## config.mk

```make
export PLATFORM = sky130hd
export DESIGN_NAME = writeback_unit
export DESIGN_NICKNAME = d
export VERILOG_FILES = /design/src/rtl/riscv_lite_pkg.sv /design/src/rtl/writeback_unit_load_formatter.sv /design/src/rtl/writeback_unit.sv
export SDC_FILE = /design/constraint.sdc
export NUM_CORES = 1
export LEC_CHECK = 0
export CORE_MARGIN = 2
export CORE_UTILIZATION = 50
export CTS_CLUSTER_DIAMETER = 150
export DETAILED_ROUTE_END_ITERATION = 8
export DONT_BUFFER_PORTS = 1
export GPL_TIMING_DRIVEN = 0
export PLACE_DENSITY = 0.67
export RECOVER_POWER = 50
export SETUP_SLACK_MARGIN = 0.05
export SLEW_MARGIN = 20
export SYNTH_ARGS = -nofsm -noshare
export SYNTH_HDL_FRONTEND = slang
export SYNTH_HIERARCHICAL = 1
export SYNTH_SLANG_ARGS = --single-unit
export TNS_END_PERCENT = 50
```

## constraint.sdc

```tcl
create_clock -name CLK -period 4.5 [get_ports CLK]
set_clock_uncertainty 0.15 [all_clocks]
set_input_delay 0.675 -clock CLK [delete_from_list [all_inputs] [get_ports CLK]]
set_output_delay 0.675 -clock CLK [all_outputs]
set_load 0.1 [all_outputs]
```

## src/rtl/riscv_lite_pkg.sv

```systemverilog
`default_nettype none
// ============================================================================
//  Module   : riscv_lite_pkg
//  Purpose  : Shared types and constants for the writeback stage: result
//             source select encoding and load funct3 codes.
//  Revision : 1.0 - initial release
// ============================================================================
package riscv_lite_pkg;

    // Writeback source select; the fourth code is reserved and never writes.
    typedef enum logic [1:0] {
        WB_ALU  = 2'b00,
        WB_LOAD = 2'b01,
        WB_PC4  = 2'b10,
        WB_RSVD = 2'b11
    } wbsel_t;

    // Load funct3 encodings.
    localparam logic [2:0] F3_LB  = 3'b000;
    localparam logic [2:0] F3_LH  = 3'b001;
    localparam logic [2:0] F3_LW  = 3'b010;
    localparam logic [2:0] F3_LBU = 3'b100;
    localparam logic [2:0] F3_LHU = 3'b101;

    // True when a load of this type cannot be served from this address.
    // Unknown funct3 values are handled as full-word loads.
    function automatic logic load_misaligned(input logic [2:0] funct3,
                                             input logic [1:0] addr_lsb);
        logic mis;
        case (funct3)
            F3_LB, F3_LBU: mis = 1'b0;
            F3_LH, F3_LHU: mis = addr_lsb[0];
            default:       mis = (addr_lsb != 2'b00);
        endcase
        return mis;
    endfunction

endpackage
`default_nettype wire

```

## src/rtl/writeback_unit_load_formatter.sv

```systemverilog
`default_nettype none
// ============================================================================
//  Module   : load_formatter
//  Purpose  : Combinational load formatting. Picks the byte/halfword lane
//             from an aligned memory word, sign- or zero-extends it, and
//             flags misaligned halfword/word accesses.
//  Revision : 1.0 - initial release
// ============================================================================
module load_formatter
    import riscv_lite_pkg::*;
#(
    parameter int NBITS = 32
) (
    input  logic [2:0]       i_funct3,
    input  logic [1:0]       i_addr_lsb,
    input  logic [NBITS-1:0] i_raw,
    output logic [NBITS-1:0] o_data,
    output logic             o_misalign
);

    logic [7:0]  w_byte;
    logic [15:0] w_half;

    // Lane selection followed by extension according to the load type.
    always_comb begin
        w_byte = 8'h00;
        w_half = 16'h0000;
        o_data = '0;

        case (i_addr_lsb)
            2'd0:    w_byte = i_raw[7:0];
            2'd1:    w_byte = i_raw[15:8];
            2'd2:    w_byte = i_raw[23:16];
            default: w_byte = i_raw[31:24];
        endcase
        w_half = i_addr_lsb[1] ? i_raw[31:16] : i_raw[15:0];

        case (i_funct3)
            F3_LB:   o_data = {{(NBITS-8){w_byte[7]}}, w_byte};
            F3_LBU:  o_data = {{(NBITS-8){1'b0}}, w_byte};
            F3_LH:   o_data = {{(NBITS-16){w_half[15]}}, w_half};
            F3_LHU:  o_data = {{(NBITS-16){1'b0}}, w_half};
            default: o_data = i_raw;
        endcase
    end

    assign o_misalign = load_misaligned(i_funct3, i_addr_lsb);

endmodule
`default_nettype wire

```

## src/rtl/writeback_unit.sv

```systemverilog
`default_nettype none
// ============================================================================
//  Module   : writeback_unit
//  Purpose  : Writeback stage. Captures MEM results into the WB register,
//             drives the register file write port exactly once per
//             instruction, and keeps a destination-register busy scoreboard
//             that decode uses for RAW hazard detection.
//  Revision : 1.0 - initial release
// ============================================================================
module writeback_unit
    import riscv_lite_pkg::*;
#(
    parameter int NBITS      = 32,
    parameter int NREGISTERS = 32
) (
    input  logic             CLK,
    input  logic             RESET,
    input  logic             STALL,
    input  logic             MEM_VALID,
    input  logic             MEM_REGWRITE,
    input  logic [4:0]       MEM_RD,
    input  logic [1:0]       MEM_WBSEL,
    input  logic [2:0]       MEM_FUNCT3,
    input  logic [1:0]       MEM_ADDR_LSB,
    input  logic [NBITS-1:0] MEM_ALU_RES,
    input  logic [NBITS-1:0] MEM_LOAD_DATA,
    input  logic [NBITS-1:0] MEM_PC4,
    input  logic             ISSUE_VALID,
    input  logic [4:0]       ISSUE_RD,
    input  logic [4:0]       CHK_RS1,
    input  logic [4:0]       CHK_RS2,
    output logic             RF_WR,
    output logic [4:0]       RF_ADD_WR,
    output logic [NBITS-1:0] RF_DATAIN,
    output logic             HAZARD,
    output logic             LOAD_MISALIGN
);

    logic [NBITS-1:0]      w_fmt_data;
    logic                  w_fmt_misalign;
    logic [NBITS-1:0]      w_sel_data;
    logic                  w_complete;

    // WB pipeline register. regwrite marks an instruction that owns a busy
    // bit; we additionally excludes the reserved source select.
    logic                  r_wb_valid_q,    w_wb_valid_d;
    logic                  r_wb_regwrite_q, w_wb_regwrite_d;
    logic                  r_wb_we_q,       w_wb_we_d;
    logic                  r_wb_misalign_q, w_wb_misalign_d;
    logic [4:0]            r_wb_rd_q,       w_wb_rd_d;
    logic [NBITS-1:0]      r_wb_data_q,     w_wb_data_d;
    logic                  r_wb_done_q,     w_wb_done_d;
    logic [NREGISTERS-1:0] r_busy_q,        w_busy_d;

    load_formatter #(
        .NBITS (NBITS)
    ) u_load_formatter (
        .i_funct3   (MEM_FUNCT3),
        .i_addr_lsb (MEM_ADDR_LSB),
        .i_raw      (MEM_LOAD_DATA),
        .o_data     (w_fmt_data),
        .o_misalign (w_fmt_misalign)
    );

    // Result source multiplexer feeding the WB register.
    always_comb begin
        w_sel_data = '0;
        case (wbsel_t'(MEM_WBSEL))
            WB_ALU:  w_sel_data = MEM_ALU_RES;
            WB_LOAD: w_sel_data = w_fmt_data;
            WB_PC4:  w_sel_data = MEM_PC4;
            default: w_sel_data = '0;
        endcase
    end

    // The completion cycle is when the held instruction retires: it writes,
    // or would have written if not misaligned/reserved. It fires only once
    // per instruction because wb_done latches right after it.
    assign w_complete    = r_wb_valid_q & r_wb_regwrite_q & (r_wb_rd_q != 5'd0) & ~r_wb_done_q;
    assign RF_WR         = w_complete & r_wb_we_q & ~r_wb_misalign_q;
    assign LOAD_MISALIGN = w_complete & r_wb_misalign_q;
    assign RF_ADD_WR     = r_wb_valid_q ? r_wb_rd_q   : 5'd0;
    assign RF_DATAIN     = r_wb_valid_q ? r_wb_data_q : '0;
    assign HAZARD        = r_busy_q[CHK_RS1] | r_busy_q[CHK_RS2];

    // Next state of the WB register: capture, drain to invalid, or hold.
    always_comb begin
        w_wb_valid_d    = r_wb_valid_q;
        w_wb_regwrite_d = r_wb_regwrite_q;
        w_wb_we_d       = r_wb_we_q;
        w_wb_misalign_d = r_wb_misalign_q;
        w_wb_rd_d       = r_wb_rd_q;
        w_wb_data_d     = r_wb_data_q;
        w_wb_done_d     = r_wb_done_q;

        if (!STALL) begin
            w_wb_done_d = 1'b0;
            if (MEM_VALID) begin
                w_wb_valid_d    = 1'b1;
                w_wb_regwrite_d = MEM_REGWRITE;
                w_wb_we_d       = MEM_REGWRITE & (MEM_WBSEL != WB_RSVD);
                w_wb_misalign_d = (MEM_WBSEL == WB_LOAD) & w_fmt_misalign;
                w_wb_rd_d       = MEM_RD;
                w_wb_data_d     = w_sel_data;
            end else begin
                w_wb_valid_d    = 1'b0;
                w_wb_regwrite_d = 1'b0;
                w_wb_we_d       = 1'b0;
                w_wb_misalign_d = 1'b0;
            end
        end else if (w_complete) begin
            w_wb_done_d = 1'b1;
        end
    end

    // Scoreboard update: clear on completion, then set on issue so a
    // same-cycle set of the same register wins. x0 is never busy.
    always_comb begin
        w_busy_d = r_busy_q;
        if (w_complete) begin
            w_busy_d[r_wb_rd_q] = 1'b0;
        end
        if (ISSUE_VALID && (ISSUE_RD != 5'd0)) begin
            w_busy_d[ISSUE_RD] = 1'b1;
        end
        w_busy_d[0] = 1'b0;
    end

    // State registers with synchronous reset; reset discards pending writes.
    always_ff @(posedge CLK) begin
        if (RESET) begin
            r_wb_valid_q    <= 1'b0;
            r_wb_regwrite_q <= 1'b0;
            r_wb_we_q       <= 1'b0;
            r_wb_misalign_q <= 1'b0;
            r_wb_rd_q       <= 5'd0;
            r_wb_data_q     <= '0;
            r_wb_done_q     <= 1'b0;
            r_busy_q        <= '0;
        end else begin
            r_wb_valid_q    <= w_wb_valid_d;
            r_wb_regwrite_q <= w_wb_regwrite_d;
            r_wb_we_q       <= w_wb_we_d;
            r_wb_misalign_q <= w_wb_misalign_d;
            r_wb_rd_q       <= w_wb_rd_d;
            r_wb_data_q     <= w_wb_data_d;
            r_wb_done_q     <= w_wb_done_d;
            r_busy_q        <= w_busy_d;
        end
    end

endmodule
`default_nettype wire

```

After elaboration in Yosys (flattened, before gate mapping) --
Index checks and enable logic that the tools add are counted.
Word-level totals: output and inout bits 40, word-level logic and storage cells 72, register bits after elaboration 74
Operators by class: multiplexer cells 21, $lt $le $gt $ge 6, eq/ne operators 8, reduce and logical (&&, ||, !) cells 13, bitwise logic cells 15
Operators by type and width (number):
- $pmux 32 s4 | 1
- $mux 32 | 3
- $pmux 32 s3 | 1
- $and 32x32->32 | 1
- $not 32->32 | 1
- $or 32x32->32 | 1
- $lt 5x6->1 const B | 4
- $pmux 8 s3 | 1
- $mux 16 | 1
- $bmux 1 s5 | 2
- $demux 1 s5 | 2
- $ge 5x1->1 const B | 2
- $reduce_bool 5->1 | 2
- $and 1x1->1 | 8
- $mux 1 | 8
- $eq 3x3->1 const B | 2
- $reduce_or 2->1 | 3
- $mux 5 | 1
- $eq 2x1->1 const B | 2
- $eq 2x2->1 const B | 2
- $logic_not 2->1 | 2
- $eq 3x1->1 const B | 1
- $logic_and 1x1->1 | 3
- $logic_not 3->1 | 1
- other kinds (6) | 8

Depth between registers and ports, before layout --
Gate-level depths: netlist of the first run.
depth in word-level cells 9, depth in mapped cells 9

Cells and area by module --
The synthesis of the first run kept the hierarchy.
Modules (own cells, without submodules):
- writeback_unit | cells each 522, seq. area each 1461.4 µm², area each 4159.0 µm², times used 1
- load_formatter | cells each 136, seq. area each 0.0 µm², area each 974.7 µm², times used 1

Worst setup path before layout of the first run --
No wires, ideal clock.
path type input port to output port, start point in CHK_RS1[0], end point out HAZARD, stages 6, data arrival time 2914 ps, data required time 3675 ps, slack 761 ps, path through buf_2 -> mux4_2 -> nand2_1 -> o211ai_1 -> a21oi_1 -> o211ai_1
On the way: longest elaborated chain between the ends 3
Ends and longest elaborated chain:
- from (decl) | RTL line writeback_unit.sv:30 | input logic [4:0] CHK_RS1,
- $bmux 1 s5 | RTL line writeback_unit.sv:84 | assign HAZARD = r_busy_q[CHK_RS1] | r_busy_q[CHK_RS2];
- $mux 1 (implied by the code) | RTL line writeback_unit.sv:84
- $or 1x1->1 | RTL line writeback_unit.sv:84
- to (decl) | RTL line writeback_unit.sv:35 | output logic HAZARD,
No other way between the ends. The select of a mux whose other input is x is not followed.

Worst setup path after layout of the first run --
start point reg r_wb_rd_q[3], end point out RF_WR
On the way: longest elaborated chain between the ends 5
Ends and longest elaborated chain:
- from (decl) | RTL line writeback_unit.sv:50 | logic [4:0] r_wb_rd_q, w_wb_rd_d;
- from (signal assigned) | RTL line writeback_unit.sv:145 | r_wb_rd_q <= w_wb_rd_d;
- $reduce_bool 5->1 | RTL line writeback_unit.sv:79 | assign w_complete = r_wb_valid_q & r_wb_regwrite_q & (r_wb_rd_q != 5'd0) & ~r_wb_done_q;
- $and 1x1->1 (2 in a row) | RTL line writeback_unit.sv:79
- $and 1x1->1 (2 in a row) | RTL line writeback_unit.sv:80 | assign RF_WR = w_complete & r_wb_we_q & ~r_wb_misalign_q;
- to (decl) | RTL line writeback_unit.sv:32 | output logic RF_WR,
No other way between the ends.

==> results by group, run 1 <==
Detailed routing
  – Detailed Route Iter0 Violations: around 280
  – Vias/cell: a little over 6
  – Routed wire length: about 17 mm
  – TritonRoute pass-1 iters: 5
  – Post-DR wirelength/cell: between 20 and 25 µm
  – DRC: 0
  – Vias post-DR: 5023
  – DRT antenna net count: 0

Clock network
  – H-tree depth: 3
  – Cts bufs inserted: 9
  – Clock transition at path regs: around 90 ps
  – CTS sink count: 73
  – Skew-Pair Late Insertion Delay: ~370 ps
  – Clock Path Buffers: 2
  – Post-CTS setup repair buffer count: 0
  – CTS tree: yes
  – Post-CTS Resized: 0
  – Root Buffer: clkbuf_8
  – Hold buffers post-CTS: 0

STA
  – Fmax: ~310 MHz
  – Fin crit share: 0.716
  – Rel. slew slack: 0.296
  – Max Slew Vio Count: 0
  – Min Tclk post-route: roughly 3200 ps
  – Setup_tns: 0 ps
  – Least-Margin Pin Slew: 1060 ps
  – Final Hold Viols: 0
  – Final setup violation count: 0
  – Unrepaired setup endpoints after global routing: no
  – Final worst slack: 1280 ps
  – Final hold slack: a little under 300 ps

Status
  – Status: completed

Synthesis
  – Flops & latches, synth: between 70 and 80
  – Sequential fraction of the synthesis area: 0.285
  – Number of flops mapped to enable cells by yosys: 0
  – Synth Area per Inst: a little under 8 µm²
  – Warnings from Yosys: 6
  – Syn Inst Count: ~660
  – FFs w/ async S/R, synth: 0
  – Library cells used by synthesis: 42
  – Yosys top cell area share: 0.285
  – Post-Syn Nets: about 790
  – Post-synth top area cell: dfxtp_1
  – Ranking of synthesized cells by area: dfxtp_1 (28%), nor2_1 (7.9%), mux2i_1 (7.6%)
  – Primary FF master, synth: dfxtp_1
  – Mapped Area: 5130 µm²

Die
  – Die Y: approximately 110 µm
  – Core ar.: 9860 µm²
  – Die ar.: approximately 11000 µm²
  – Num ports: 169
  – Row cnt: 36
  – Starting Density: 0.520
  – Die Wd: approximately 110 µm

Critical path
  – R2R cell count: 4
  – CP Launch Type: flop
  – Crit path DAT: roughly 2400 ps
  – Worst setup EP type: output pin
  – Data required, critical path: 3670 ps
  – R2R Setup Slk: 1960 ps
  – Worst Path Max Fanout: 10
  – Setup Crit Path Kind: reg2out

Pwr
  – PwrDens: 288 nW/µm²
  – Leak pwr: approximately 2 nW
  – Max VDD drop: roughly 0.12 mV

Placement
  – Placed Area: roughly 5300 µm²
  – Post-DP HPWL: between 10 and 15 mm
  – Placed cell count: a little under 800
  – Setup WS pre-CTS: 1320 ps
  – Port Buf Inserts: 0
  – Placer Congestion: approximately 1

Global route
  – Vias in the first global route: about 5000
  – Tot GR Track Use: 0.297
  – Initial antenna violation count: 0
  – Largest net degree at the start of global routing: 15
  – GR Overflow Total: 0
  – Global-route wire length before repair: ~26 mm

Cells and area
  – Area growth syn-to-layout: 6.12%
  – Commonest non-fill, non-tap cell in the layout: nor2_1
  – Layout Cells excl Fill: around 800
  – Ant. Diodes: 0
  – Layout cells sized above 1: 0.0741
  – Most frequent cells in the layout: nor2_1 (108), dfxtp_1 (73), a21oi_1 (61)
  – Final net count: ~800
  – Post-route cell area: between 5000 and 6000 µm²

Job
  – # Max-Cap Violations: 0

Hold path
  – Worst hold path class: in2reg
  – Hold Crit Depth: 2
## per-stage QoR
| step | util | total power, mW |
|---|---|---|
| 6_report | 0.552 | 1.57 |
| 2_1_floorplan | - | 0.975 |
| 3_3_place_gp | 0.537 | 1.03 |
| 4_1_cts | 0.559 | 1.57 |
| 3_5_place_dp | 0.539 | 1.04 |
| 5_1_grt | 0.552 | 1.63 |
## layout make-up
class                   count  area [µm²]
multi-input cells         513        3300
clock inverters             7        76.3
inverters                  12        45.0
clock buffers               9         124
plain buffers              60         263
fillers                   982        4420
flip-flops and latches     73        1460
repair buffers              1        15.0
well taps                 133         166
## report_power, final
part           switching (mW)  internal, mW
combinational           0.221         0.116
clock                   0.285         0.260
sequential             0.0137         0.672
total                   0.519          1.05
## kinds of logic (layout without fill, tap and decap cells)
family / after synthesis / count (layout) / share of synthesized area
flip-flops: 73 / 73 / 0.285
AND/OR/NAND/NOR: 280 / 280 / 0.255
buffers and inverters: 72 / 89 / 0.0648
multiplexers: 64 / 64 / 0.184
AO/OA/AOI/OAI: 169 / 169 / 0.212
## registers in the layout, indices dropped and copies added (netlist names)
| register | cells |
|---|---|
| r_wb_data_q | 32 |
| r_busy_q | 31 |
| r_wb_rd_q | 5 |
| r_wb_done_q | 1 |
| r_wb_misalign_q | 1 |
| r_wb_regwrite_q | 1 |
| r_wb_valid_q | 1 |
| r_wb_we_q | 1 |
## path summary, 6_finish.rpt
check / startpoint / endpoint
max: r_wb_rd_q[3] / RF_WR
min: MEM_RD[2] / r_wb_rd_q[2]
max reg2reg: r_wb_rd_q[0] / r_busy_q[17]
min reg2reg: r_wb_misalign_q / r_wb_misalign_q
## synthesized netlist by cell type, types with 2 or more instances
master    count
a21oi_1      61
nor2_1      108
nor3b_1       2
and3b_1       2
o22ai_1      16
o221ai_2      4
o31a_1        2
buf_1         5
dfxtp_1      73
or3b_2        2
inv_1        10
mux2_2        4
nand3_1       3
and2_1       40
o221ai_1      3
mux2i_1      39
o211ai_1      5
o21ai_0      32
nand3b_1      6
a311oi_1      7
nor3_1       34
buf_2        13
nor2b_1      15
mux4_2        9
clkbuf_1     35
mux4_1       11
buf_6         6
nand2b_1      6
a221oi_1      2
a211oi_1     33
nand2_1      59
## critical path, cell delays in order, from the launching register on
cell      delay (ps)
dfxtp_1          310
clkbuf_1         410
or3_1            280
o31a_1           190
and3b_1          840
## routing by layer
layer,track usage,part of all wire
met5,0,0
met4,0.134,0.027
met3,0.103,0.096
met2,0.508,0.50
met1,0.331,0.38
Note: power is estimated with default switching activity, not from simulation.
==> inputs of run 2 (changes only) <==
Clock period 4.5 ns to 3.37 ns, I/O delays scaled along.
==> run 2 against run 1 <==
Net effect: count of clock-buffer cells in the layout up 2; highest routed layer unchanged; design area up 0.90%; critical endpoint is now RF_DATAIN[11]; largest power group unchanged; sequential power rose by 34%; clock power up 47%.
==> results by group, run 2 (synthesized netlist as in run 1, its figures left out) <==
Status
  – Status: completed

STA
  – Min Tclk post-route: a little over 3000 ps
  – Least-Margin Pin Slew: 1050 ps (-16.2 ps)
  – Rel. slew slack: 0.302 (+0.00587)
  – Final Hold Viols: 0 (unchanged)
  – Fin crit share: 0.919
  – Fmax: about 320 MHz
  – Final setup violation count: 0 (unchanged)
  – Max Slew Vio Count: 0 (unchanged)
  – Unrepaired setup endpoints after global routing: no
  – Final worst slack: 273 ps (-1000 ps)
  – Setup_tns: 0 ps (unchanged)

Die
  – Die ar.: 11100 µm² (unchanged)
  – Die Y: 105 µm (unchanged)
  – Starting Density: 0.520 (unchanged)
  – Core ar.: 9860 µm² (unchanged)
  – Die Wd: 105 µm (unchanged)
  – Num ports: 169 (unchanged)
  – Row cnt: 36 (unchanged)

Critical path
  – Slowest CP cell: and2_1
  – Crit path cell chain: clkbuf_1 > clkbuf_1 > and2_1
  – Top cell by count, worst path: clkbuf_1
  – Crit path DAT: 2440 ps (+40 ps)
  – Data required, critical path: 2710 ps (-960 ps)
  – Worst setup EP type: output pin
  – CP Launch Type: flop
  – Setup Crit Path Kind: reg2out
  – Largest stage delay on the critical path: 860 ps (+20 ps)
  – Worst Path Max Fanout: 10 (unchanged)

Detailed routing
  – Detailed Route Iter0 Violations: 301 (+7.9%)
  – DRT antenna net count: 0 (unchanged)
  – Vias post-DR: 4928 (-1.9%)
  – Post-DR wirelength/cell: 20.1 µm (-2.4%)
  – TritonRoute pass-1 iters: 5 (unchanged)
  – Routed wire length: 16.2 mm (-2.4%)
  – Vias/cell: 6.10 (-1.9%)
  – DRC: 0 (unchanged)

Cells and area
  – Layout cells sized above 1: 0.0741 (unchanged)
  – Area growth syn-to-layout: 7.07%
  – Biggest register: r_wb_data_q
  – Layout Cells excl Fill: 808 (unchanged)
  – Commonest non-fill, non-tap cell in the layout: nor2_1
  – Most frequent cells in the layout: nor2_1 (108), dfxtp_1 (73), a21oi_1 (61)
  – Top Registers: r_wb_data_q x32, r_busy_q x31, r_wb_rd_q x5
  – Ant. Diodes: 0 (unchanged)
  – Final net count: 799 (unchanged)
  – Fillcell total: 977 (-0.51%)
  – Largest register FFs: 32 (unchanged)

Placement
  – Setup WS pre-CTS: 619 ps (-705 ps)
  – Post-DP HPWL: 12.6 mm (-1.3%)
  – Placed cell count: 792 (unchanged)
  – Port Buf Inserts: 0 (unchanged)
  – Placer Congestion: 0.992 (-3.4%)

Clock network
  – CTS sink count: 73 (unchanged)
  – Skew-Pair Late Insertion Delay: 360 ps (about the same)
  – CTS tree: yes
  – Clock Path Buffers: 2 (unchanged)
  – Root Buffer: clkbuf_8
  – Hold buffers post-CTS: 0 (unchanged)
  – Post-CTS setup repair buffer count: 0 (unchanged)
  – Post-CTS Resized: 0 (unchanged)
  – Cts bufs inserted: 9 (unchanged)
  – H-tree depth: 3 (unchanged)
  – Clock transition at path regs: 80 ps (about the same)

Global route
  – Tot GR Track Use: 0.284 (-0.0127)
  – GR Overflow Total: 0 (unchanged)
  – Global-route wire length before repair: 24.8 mm (-4.3%)
  – Initial antenna violation count: 0 (unchanged)
  – Largest net degree at the start of global routing: 14 (-1)
  – Vias in the first global route: 4702 (-3.6%)

Pwr
  – Clk pwr share: 0.369 (+0.021)
  – PwrDens: 395 nW/µm² (+37%)
  – P_int: 1.50 mW (+43%)
  – Sw Share: 0.309 (-0.0223)
  – Leak pwr: 2.02 nW (+1.1%)
  – Combinational power share: 0.209 (-0.006)
  – Max VDD drop: 0.179 mV (+46%)
  – Register share of total power: 0.422 (-0.015)
  – Switching pwr: 0.671 mW (+29%)

Hold path
  – Worst hold path class: in2reg

Job
  – # Max-Cap Violations: 0 (unchanged)
-- run 2: stage by stage --
step / hold slack, ps / utilization / area (µm²) / power (mW)
after global placement: 309 / 0.539 / 5320 / 1.38
after CTS: 108 / 0.563 / 5560 / 2.18
after floorplan: 286 / - / 5150 / 1.30
after global routing: 127 / 0.557 / 5500 / 2.26
final: 122 / 0.557 / 5500 / 2.17
after detailed placement: 320 / 0.540 / 5330 / 1.39
-- run 2: per-layer routing --
metal | track usage | share of wire | vias to the layer above
li1 | - | - | 2375
met1 | 0.330 | 0.38 | 2273
met2 | 0.476 | 0.48 | 238
met3 | 0.0946 | 0.10 | 42
met4 | 0.124 | 0.038 | 0
met5 | 0 | 0 | -
-- run 2: layout make-up --
| cell class | instances | area (µm²) | area share |
|---|---|---|---|
| Multi-Input combinational cell | 513 | 3300 | 0.601 |
| Sequential cell | 73 | 1460 | 0.266 |
| Buffer | 60 | 278 | 0.0505 |
| Tap cell | 133 | 166 | 0.0303 |
| Clock buffer | 11 | 141 | 0.0257 |
| Clock inverter | 5 | 86.3 | 0.0157 |
| Inverter | 12 | 45.0 | 0.00819 |
| Timing Repair Buffer | 1 | 15.0 | 0.00273 |
-- run 2: critical path, delay by kind of cell (launching register included) --
family,cells,cell delay [ps]
buffers and inverters,2,870
flip-flops,1,340
AND/OR/NAND/NOR,1,860
-- run 2: path summary, 6_finish.rpt --
| check | startpoint | endpoint | slack (ps) | cells after the start |
|---|---|---|---|---|
| max | r_wb_valid_q | RF_DATAIN[11] | 270 | 3 |
| min | MEM_RD[2] | r_wb_rd_q[2] | 120 | 2 |
| max reg2reg | r_wb_rd_q[0] | r_busy_q[25] | 930 | 4 |
| min reg2reg | r_wb_misalign_q | r_wb_misalign_q | 320 | 2 |
-- run 2: power by group through the flow --
stage / Combinational [mW] / Sequential (mW) / Clock [mW]
final: 0.453 / 0.915 / 0.801
after global placement: 0.446 / 0.933 / 0
after detailed placement: 0.459 / 0.935 / 0
after CTS: 0.460 / 0.915 / 0.808
after global routing: 0.489 / 0.919 / 0.849
after floorplan: 0.375 / 0.929 / 0
==> inputs of run 3 (changes only) <==
Settings changed: SLEW_MARGIN 20 to 10.
==> results of run 3 <==
No change in the layout: final DEF, timing and power equal those of run 2.
